$ cat src/rtl/mips_pkg.sv
// mips_pkg: shared hazard-control types and constants
// Exports: state_t (RUN, MEM_WAIT), REG_ZERO (hard-wired zero register), CNT_W (perf counter width)
package mips_pkg;
  typedef enum logic {RUN = 1'b0, MEM_WAIT = 1'b1} state_t;
  localparam logic [4:0] REG_ZERO = 5'd0;
  localparam int CNT_W = 32;
endpackage

$ cat src/rtl/hazard_match.sv
// hazard_match: flags an ID-stage source that reads a producer's destination register
// Ports: rd (producer destination), rs/rt (consumer sources), hit (nonzero rd equals rs or rt)
module hazard_match
  import mips_pkg::*;
(
  input  logic [4:0] rd,
  input  logic [4:0] rs,
  input  logic [4:0] rt,
  output logic       hit
);
  assign hit = (rd != REG_ZERO) && (rd == rs || rd == rt);
endmodule

$ cat src/rtl/hazard_ctrl.sv
// hazard_ctrl: pipeline stall/flush control for load-use, branch-load and cache-miss hazards
// Inputs: clk, rst_n (async active-low), EX/MEM producer info, ID consumer/branch info, cache stalls
// Outputs: StallF..StallW hold PC and pipeline registers; FlushD/FlushE bubble IF/ID and ID/EX
// Option: define HAZARD_PERF_EN to add saturating lu_stall_cnt and mem_stall_cnt outputs
module hazard_ctrl
  import mips_pkg::*;
(
  input  logic       clk,
  input  logic       rst_n,
  input  logic       RegWrite_IE,
  input  logic       MemtoReg_IE,
  input  logic       MemtoReg_EM,
  input  logic [4:0] RegisterRd_IE,
  input  logic [4:0] RegisterRd_EM,
  input  logic [4:0] RegisterRs_FD,
  input  logic [4:0] RegisterRt_FD,
  input  logic       Branch_FD,
  input  logic       BranchTaken_FD,
  input  logic       ICacheStall,
  input  logic       DCacheStall,
  output logic       StallF,
  output logic       StallD,
  output logic       StallE,
  output logic       StallM,
  output logic       StallW,
  output logic       FlushD,
  output logic       FlushE
`ifdef HAZARD_PERF_EN
  ,
  output logic [CNT_W-1:0] lu_stall_cnt,
  output logic [CNT_W-1:0] mem_stall_cnt
`endif
);
  state_t state, state_d;
  logic pend_flush, pend_d;
  logic hit_ie, hit_em, memstall, lu, lu_act;

  hazard_match u_match_ie (.rd(RegisterRd_IE), .rs(RegisterRs_FD), .rt(RegisterRt_FD), .hit(hit_ie));
  hazard_match u_match_em (.rd(RegisterRd_EM), .rs(RegisterRs_FD), .rt(RegisterRt_FD), .hit(hit_em));

  assign memstall = ICacheStall | DCacheStall;
  assign lu = (MemtoReg_IE & RegWrite_IE & hit_ie) | (Branch_FD & MemtoReg_EM & hit_em);
  assign lu_act = rst_n & ~memstall & lu;

  always_ff @(posedge clk or negedge rst_n)
    if (!rst_n) begin
      state <= RUN;
      pend_flush <= 1'b0;
    end else begin
      state <= state_d;
      pend_flush <= pend_d;
    end

  // Outputs are forced low during reset even though inputs may still be active.
  // A taken branch seen when a miss begins is remembered so its wrong-path fetch is flushed on exit.
  always_comb begin
    state_d = state;
    pend_d = pend_flush;
    {StallF, StallD, StallE, StallM, StallW, FlushD, FlushE} = '0;
    if (!rst_n) begin
      state_d = RUN;
      pend_d = 1'b0;
    end else if (memstall) begin
      {StallF, StallD, StallE, StallM, StallW} = '1;
      state_d = MEM_WAIT;
      pend_d = (state == RUN) ? BranchTaken_FD : pend_flush;
    end else begin
      StallF = lu;
      StallD = lu;
      FlushE = lu;
      FlushD = (state == MEM_WAIT && pend_flush) || (!lu && BranchTaken_FD);
      state_d = RUN;
      pend_d = 1'b0;
    end
  end

`ifdef HAZARD_PERF_EN
  always_ff @(posedge clk or negedge rst_n)
    if (!rst_n) begin
      lu_stall_cnt <= '0;
      mem_stall_cnt <= '0;
    end else begin
      if (lu_act && !(&lu_stall_cnt)) lu_stall_cnt <= lu_stall_cnt + CNT_W'(1);
      if (memstall && !(&mem_stall_cnt)) mem_stall_cnt <= mem_stall_cnt + CNT_W'(1);
    end
`else
  logic unused;
  assign unused = lu_act;
`endif
endmodule

$ cat config.mk
export PLATFORM = sky130hd
export DESIGN_NAME = hazard_ctrl
export DESIGN_NICKNAME = d
export VERILOG_FILES = /design/src/rtl/mips_pkg.sv /design/src/rtl/hazard_match.sv /design/src/rtl/hazard_ctrl.sv
export SDC_FILE = /design/constraint.sdc
export NUM_CORES = 1
export LEC_CHECK = 0
export ABC_CLOCK_PERIOD_IN_PS = 4300
export CAP_MARGIN = 20
export CORE_AREA = 4 4 41 43
export DETAILED_ROUTE_END_ITERATION = 7
export DIE_AREA = 0 0 45 47
export PLACE_DENSITY = 0.83
export RECOVER_POWER = 25
export SYNTH_ARGS = -nofsm -noshare
export SYNTH_HDL_FRONTEND = slang
export SYNTH_SLANG_ARGS = --single-unit
$ cat constraint.sdc
create_clock -name clk -period 4.3 [get_ports clk]
set_clock_uncertainty 0.15 [all_clocks]
set_input_delay 1.29 -clock clk [delete_from_list [all_inputs] [get_ports clk]]
set_output_delay 1.29 -clock clk [all_outputs]
set_load 0.02 [all_outputs]
==> results of run 1 <==
-- layout make-up --
type	count	area, µm²	area share (%)
Timing Repair Buffer	41	380	46.8
Multi-Input combinational cell	45	342	42.0
Sequential cell	2	50.0	6.15
Clock buffer	3	22.5	2.77
Tap cell	15	18.8	2.31
-- worst max path at each step --
stage	start	to	slack [ns]	cells after the start
6_report	RegisterRs_FD[4]	FlushD	0.07	7
5_1_grt	RegisterRs_FD[4]	FlushD	-0.02	7
4_1_cts	RegisterRd_EM[4]	FlushD	0.01	7
3_5_place_dp	RegisterRd_EM[3]	FlushD	-0.53	6
3_3_place_gp	RegisterRd_EM[1]	FlushD	-0.51	6
2_1_floorplan	RegisterRd_EM[1]	StallF	0.33	5
-- power groups by stage --
stage | logic [mW] | registers [mW] | clock network (mW)
after detailed placement | 0.0781 | 0.0207 | 0
after floorplan | 0.0333 | 0.0205 | 0
after global placement | 0.0766 | 0.0205 | 0
final | 0.0766 | 0.0204 | 0.0425
after CTS | 0.0754 | 0.0204 | 0.0465
after global routing | 0.0836 | 0.0205 | 0.0516
-- registers in the layout, summed over array words and instances (netlist names) --
register / cells
state: 1
pend_flush: 1
-- placed cells by master, fill, tap and decap left out, drive strengths merged, types with 3 or more instances in the layout --
cell type and count:
dlymetal6s2s 3, xnor2 20, clkbuf 4, dlygate4sd2 6, buf 9, nand3 4, nand2 6, clkdlybuf4s50 22
-- per-layer routing --
| metal | vias up | wire length [µm] | GRT usage [%] | part of all wire [%] |
|---|---|---|---|---|
| li1 | 256 | - | - | - |
| met1 | 228 | 481 | 15.0 | 34 |
| met2 | 24 | 761 | 25.4 | 55 |
| met3 | 2 | 137 | 6.90 | 9.8 |
| met4 | 0 | 15 | 12.9 | 1.1 |
| met5 | - | 0 | 0 | 0 |
-- cell families (layout without fill, tap and decap cells) --
family          count (synthesis)  after routing  share of synthesized area (%)
buf+inv                         3             44                           5.64
simple gates                   17             17                           20.4
flops                           2              2                           12.5
compound gates                  8              8                           17.6
xor+xnor                       20             20                           43.9
-- repair_timing --
action | CTS | global route
pin swaps | 6 | 4
resized for setup | 24 | 6
hold endpoints to repair | 0 | 0
setup endpoints to repair | 4 | 6
hold buffers | 0 | 0
-- through the flow --
stage	instances	total power, mW
floorplan	50	0.0538
global placement	103	0.0971
detailed placement	103	0.0988
CTS	106	0.142
global route	106	0.156
finish	106	0.140
-- worst max-delay path, delay by kind of cell --
family          cells  cell delay [ns]
buf+inv             2             0.68
xor+xnor            1             0.14
simple gates        1             0.11
compound gates      3             0.57
==> results_dict.tcl, run 1 <==
set metrics [dict create \
    hold_path.startpoint "state" \
    start_util_pct 30.7 \
    hp-class "reg -> reg" \
    synth.most_common_cell "xnor2_1" \
    fmax_mhz 237 \
    ys_seq_elements 2 \
    grt_pass1_wl_um 2280 \
    setup_viol 0 \
    coreArea_um2 1300 \
    postSynthAreaPerCell_um2 7.98 \
    clock_sinks 2 \
    ir_drop_uv 135 \
    drt_iter0_drc 1 \
    ant_nets 0 \
    ios 36 \
    wl_per_cell_um 13.2 \
    numPortBuffers 35 \
    cap_violations 0 \
    critPathLaunchType "input pin" \
    syn_area_um2 399 \
    netSwitchingPower_mw 0.0424 \
    routed_via_density 4.81 \
    power_frac_clock_pct 30.5 \
    reg2regPathDepth 2 \
    crit_path_end_kind "output port" \
    finalCritPeriodShare_pct 98.3 \
    swShare_pct 30.4 \
    post_cts_buffers 0 \
    finalNetCount 122 \
    cts_buffers 3 \
    clockBufferDepth 2 \
    netlist_instances 50 \
    synth_ff_type "dfrtp_1" \
    p_leak_nw 0.340 \
    fin_ws_ns 0.0719 \
    synth_top_area_share_pct 43.9 \
    hold_viol 0 \
    final_core_util_pct 62.5 \
    worst-r2r-setup-slack_ns 3.40 \
    path_clk_slew_ns 0.03 \
    antenna_cells 0 \
    synthDistinctLibCells 16 \
    r2r-start "state" \
    p_int_mw 0.0972 \
    cts_max_level 1 \
    wl_um 1400 \
    cts_tree "built" \
    share_comb_of_total_power_pct 54.9 \
    antenna_found_initial 0 \
    dr.pass1.iters 2 \
    status "completed" \
    setup_tns_ns 0 \
    clockRootBuffer "clkbuf_4" \
    crit_arrival_ns 2.79 \
    drc 0 \
    gp_congestion 0.716 \
    die_width_um 45 \
    max_slew_margin_pct 81.7 \
    synth_fp_nets 79 \
    ys_warn_count 0 \
    crit_chain "clkdlybuf4s50_1 -> xnor2_1 -> nand3_1 -> o22ai_2 -> a22oi_2 -> a2bb2o_1 -> buf_4" \
    synth_commonest_cells "xnor2_1 (20), nand2_1 (6), nand3_1 (4)" \
    vias 510 \
    overflow 0 \
    worst_hold_path.endpoint "pend_flush" \
    fillers 127 \
    required_ns 2.86 \
    hold_slack_ns 0.398 \
    reg2reg_to "pend_flush" \
    min_period_ns 4.23 \
    cp_max_fo 3 \
    netlist_top_cells_area "xnor2_1 (44%), dfrtp_1 (13%), buf_4 (5.6%)" \
    grt.total_usage_pct 15.5 \
    grt_max_degree 6 \
    syn_to_final_growth_pct 104 \
    seq_power_share_pct 14.6 \
    synth_async_sr_flop_share_pct 100 \
    powerDensity_nw_per_um2 172 \
    hpwl_um 1200 \
    synth_edf_count 0 \
    crit_path_top_delay_cell "clkdlybuf4s50_1" \
    yosysSeqAreaShare_pct 12.5 \
    hold_path_depth 2 \
    fin_area_um2 813 \
    layout-drive-gt1-share_pct 18.7 \
    grt_pass1_vias 561 \
    synth_top_area_cell "xnor2_1" \
    dpl_cell_area_um2 791 \
    clk_latency_ns 0.23 \
    worstSetupPathType "in -> out" \
    maxSlewViolCount 0 \
    rows 13 \
    dieHeight_um 47 \
    fp.dieArea_um2 2120 \
    dp_slack_ns -0.529 \
    worst_pin_slew_ns 0.274 \
    cp_slowest_stage_delay_ns 0.52 \
]
Note: power is estimated with default switching activity, not from simulation.
==> run 2, diff against run 1 <==
--- a/config.mk
+++ b/config.mk
@@ -8,6 +8,7 @@
 export ABC_CLOCK_PERIOD_IN_PS = 4300
 export CAP_MARGIN = 20
 export CORE_AREA = 4 4 41 43
+export CTS_BUF_LIST = sky130_fd_sc_hd__clkbuf_16
 export DETAILED_ROUTE_END_ITERATION = 7
 export DIE_AREA = 0 0 45 47
 export PLACE_DENSITY = 0.83
==> run 2 against run 1 <==
  * Die area stayed put
  * Via count grew 1.2%
  * Count of clock-buffer cells in the layout stayed put
  * Sequential share of layout area down 0.37 points
  * Final cell count did not move
  * Worst hold slack better by 0.0030 ns
  * Setup slack lost 0.011 ns
  * Combinational power increased by 0.5%
  * Critical path type unchanged
  * Largest power group is now clock
==> results_dict.tcl, run 2 (synthesis gave the netlist of run 1 again) <==
set metrics [dict create \
    cts_tree "built" \
    grt.total_usage_pct 16.0 \
    grt_pass1_wl_um 2360 \
    hold_path_depth 2 \
    power.total_mw 0.239 \
    setup_viol 0 \
    required_ns 2.86 \
    finalCritPeriodShare_pct 98.6 \
    wl_um 1480 \
    clockBufferDepth 2 \
    dp_slack_ns -0.529 \
    clock_sinks 2 \
    grt_pass1_vias 563 \
    top_regs "pend_flush: 1 flops, state: 1 flops" \
    post_cts_buffers 0 \
    crit_path_end_kind "output port" \
    dr.pass1.iters 2 \
    overflow 0 \
    cap_violations 0 \
    final_cell_mix "clkdlybuf4s50_1 (22), xnor2_1 (20), buf_4 (7), nand2_1 (6), dlygate4sd2_1 (6)" \
    fmax_mhz 236 \
    worst_pin_slew_ns 0.275 \
    powerDensity_nw_per_um2 276 \
    gp_congestion 0.716 \
    drc 0 \
    layout-drive-gt1-share_pct 18.7 \
    worstSetupPathType "in -> out" \
    cp_max_fo 3 \
    clk_latency_ns 0.22 \
    setup_tns_ns 0 \
    grt_max_degree 6 \
    postCtsHoldBufs 0 \
    ant_nets 0 \
    hpwl_um 1200 \
    coreArea_um2 1300 \
    finalNetCount 122 \
    path_clk_slew_ns 0.03 \
    critPathLaunchType "input pin" \
    ir_drop_uv 489 \
    syn_to_final_growth_pct 117 \
    cts_max_level 1 \
    maxSlewViolCount 0 \
    min_period_ns 4.24 \
    antenna_found_initial 0 \
    vias 516 \
    ios 36 \
    max_slew_margin_pct 81.6 \
    hp-class "reg -> reg" \
    drt_iter0_drc 2 \
    die_width_um 45 \
    status "completed" \
    layout_commonest_cell "clkdlybuf4s50_1" \
    dieHeight_um 47 \
    p_leak_nw 0.363 \
    fp.dieArea_um2 2120 \
    ff_latch_area_um2 50.0 \
    cts_buffers 3 \
    clockRootBuffer "clkbuf_16" \
    crit_arrival_ns 2.80 \
    numPortBuffers 35 \
    wl_per_cell_um 14.0 \
    hold_viol 0 \
    multi_input_area_um2 342 \
    fillers 123 \
    reg2regPathDepth 2 \
    rows 13 \
    antenna_cells 0 \
    routed_via_density 4.87 \
    fin_ws_ns 0.0612 \
    final_core_util_pct 66.5 \
    start_util_pct 30.7 \
]
-- run 2: cell type report --
class / count / share of cell area [%]
Multi-Input combinational cell: 45 / 39.5
Clock buffer: 3 / 8.67
Tap cell: 15 / 2.17
Timing Repair Buffer: 41 / 43.9
Sequential cell: 2 / 5.78
-- run 2: stage by stage --
stage / hold slack, ns / cells / area [µm²]
floorplan: 0.352 / 50 / 399
global placement: 0.374 / 103 / 791
detailed placement: 0.406 / 103 / 791
CTS: 0.407 / 106 / 843
global route: 0.465 / 106 / 866
finish: 0.401 / 106 / 866
-- run 2: power by group --
part	internal [mW]	switching [mW]	total, mW
logic	0.0463	0.0308	0.0770
clock network	0.118	0.0229	0.141
registers	0.0201	0.000367	0.0204
-- run 2: layer usage --
metal / vias up / GRT usage, % / share of wire [%]
li1: 254 / - / -
met1: 231 / 16.1 / 36
met2: 25 / 26.8 / 51
met3: 6 / 4.98 / 8.6
met5: - / 0 / 0
met4: 0 / 14.0 / 3.8
-- run 2: final timing paths --
path | end | start | slack (ns)
min reg2reg | pend_flush | state | 0.40
min | pend_flush | state | 0.40
max | FlushD | RegisterRs_FD[4] | 0.06
min in group asynchronous | pend_flush | rst_n | 1.30
max reg2reg | pend_flush | state | 3.40
max in group asynchronous | state | rst_n | 2.61
-- run 2: repair_timing --
item,CTS,global route
endpoints found under the setup margin,4,6
pin swaps,6,4
resized for setup,24,6
-- run 2: critical path: stages --
cell             delay (ns)
clkdlybuf4s50_1        0.51
xnor2_1                0.14
nand3_1                0.11
o22ai_2                0.21
a22oi_2                0.12
a2bb2o_1               0.26
buf_4                  0.16
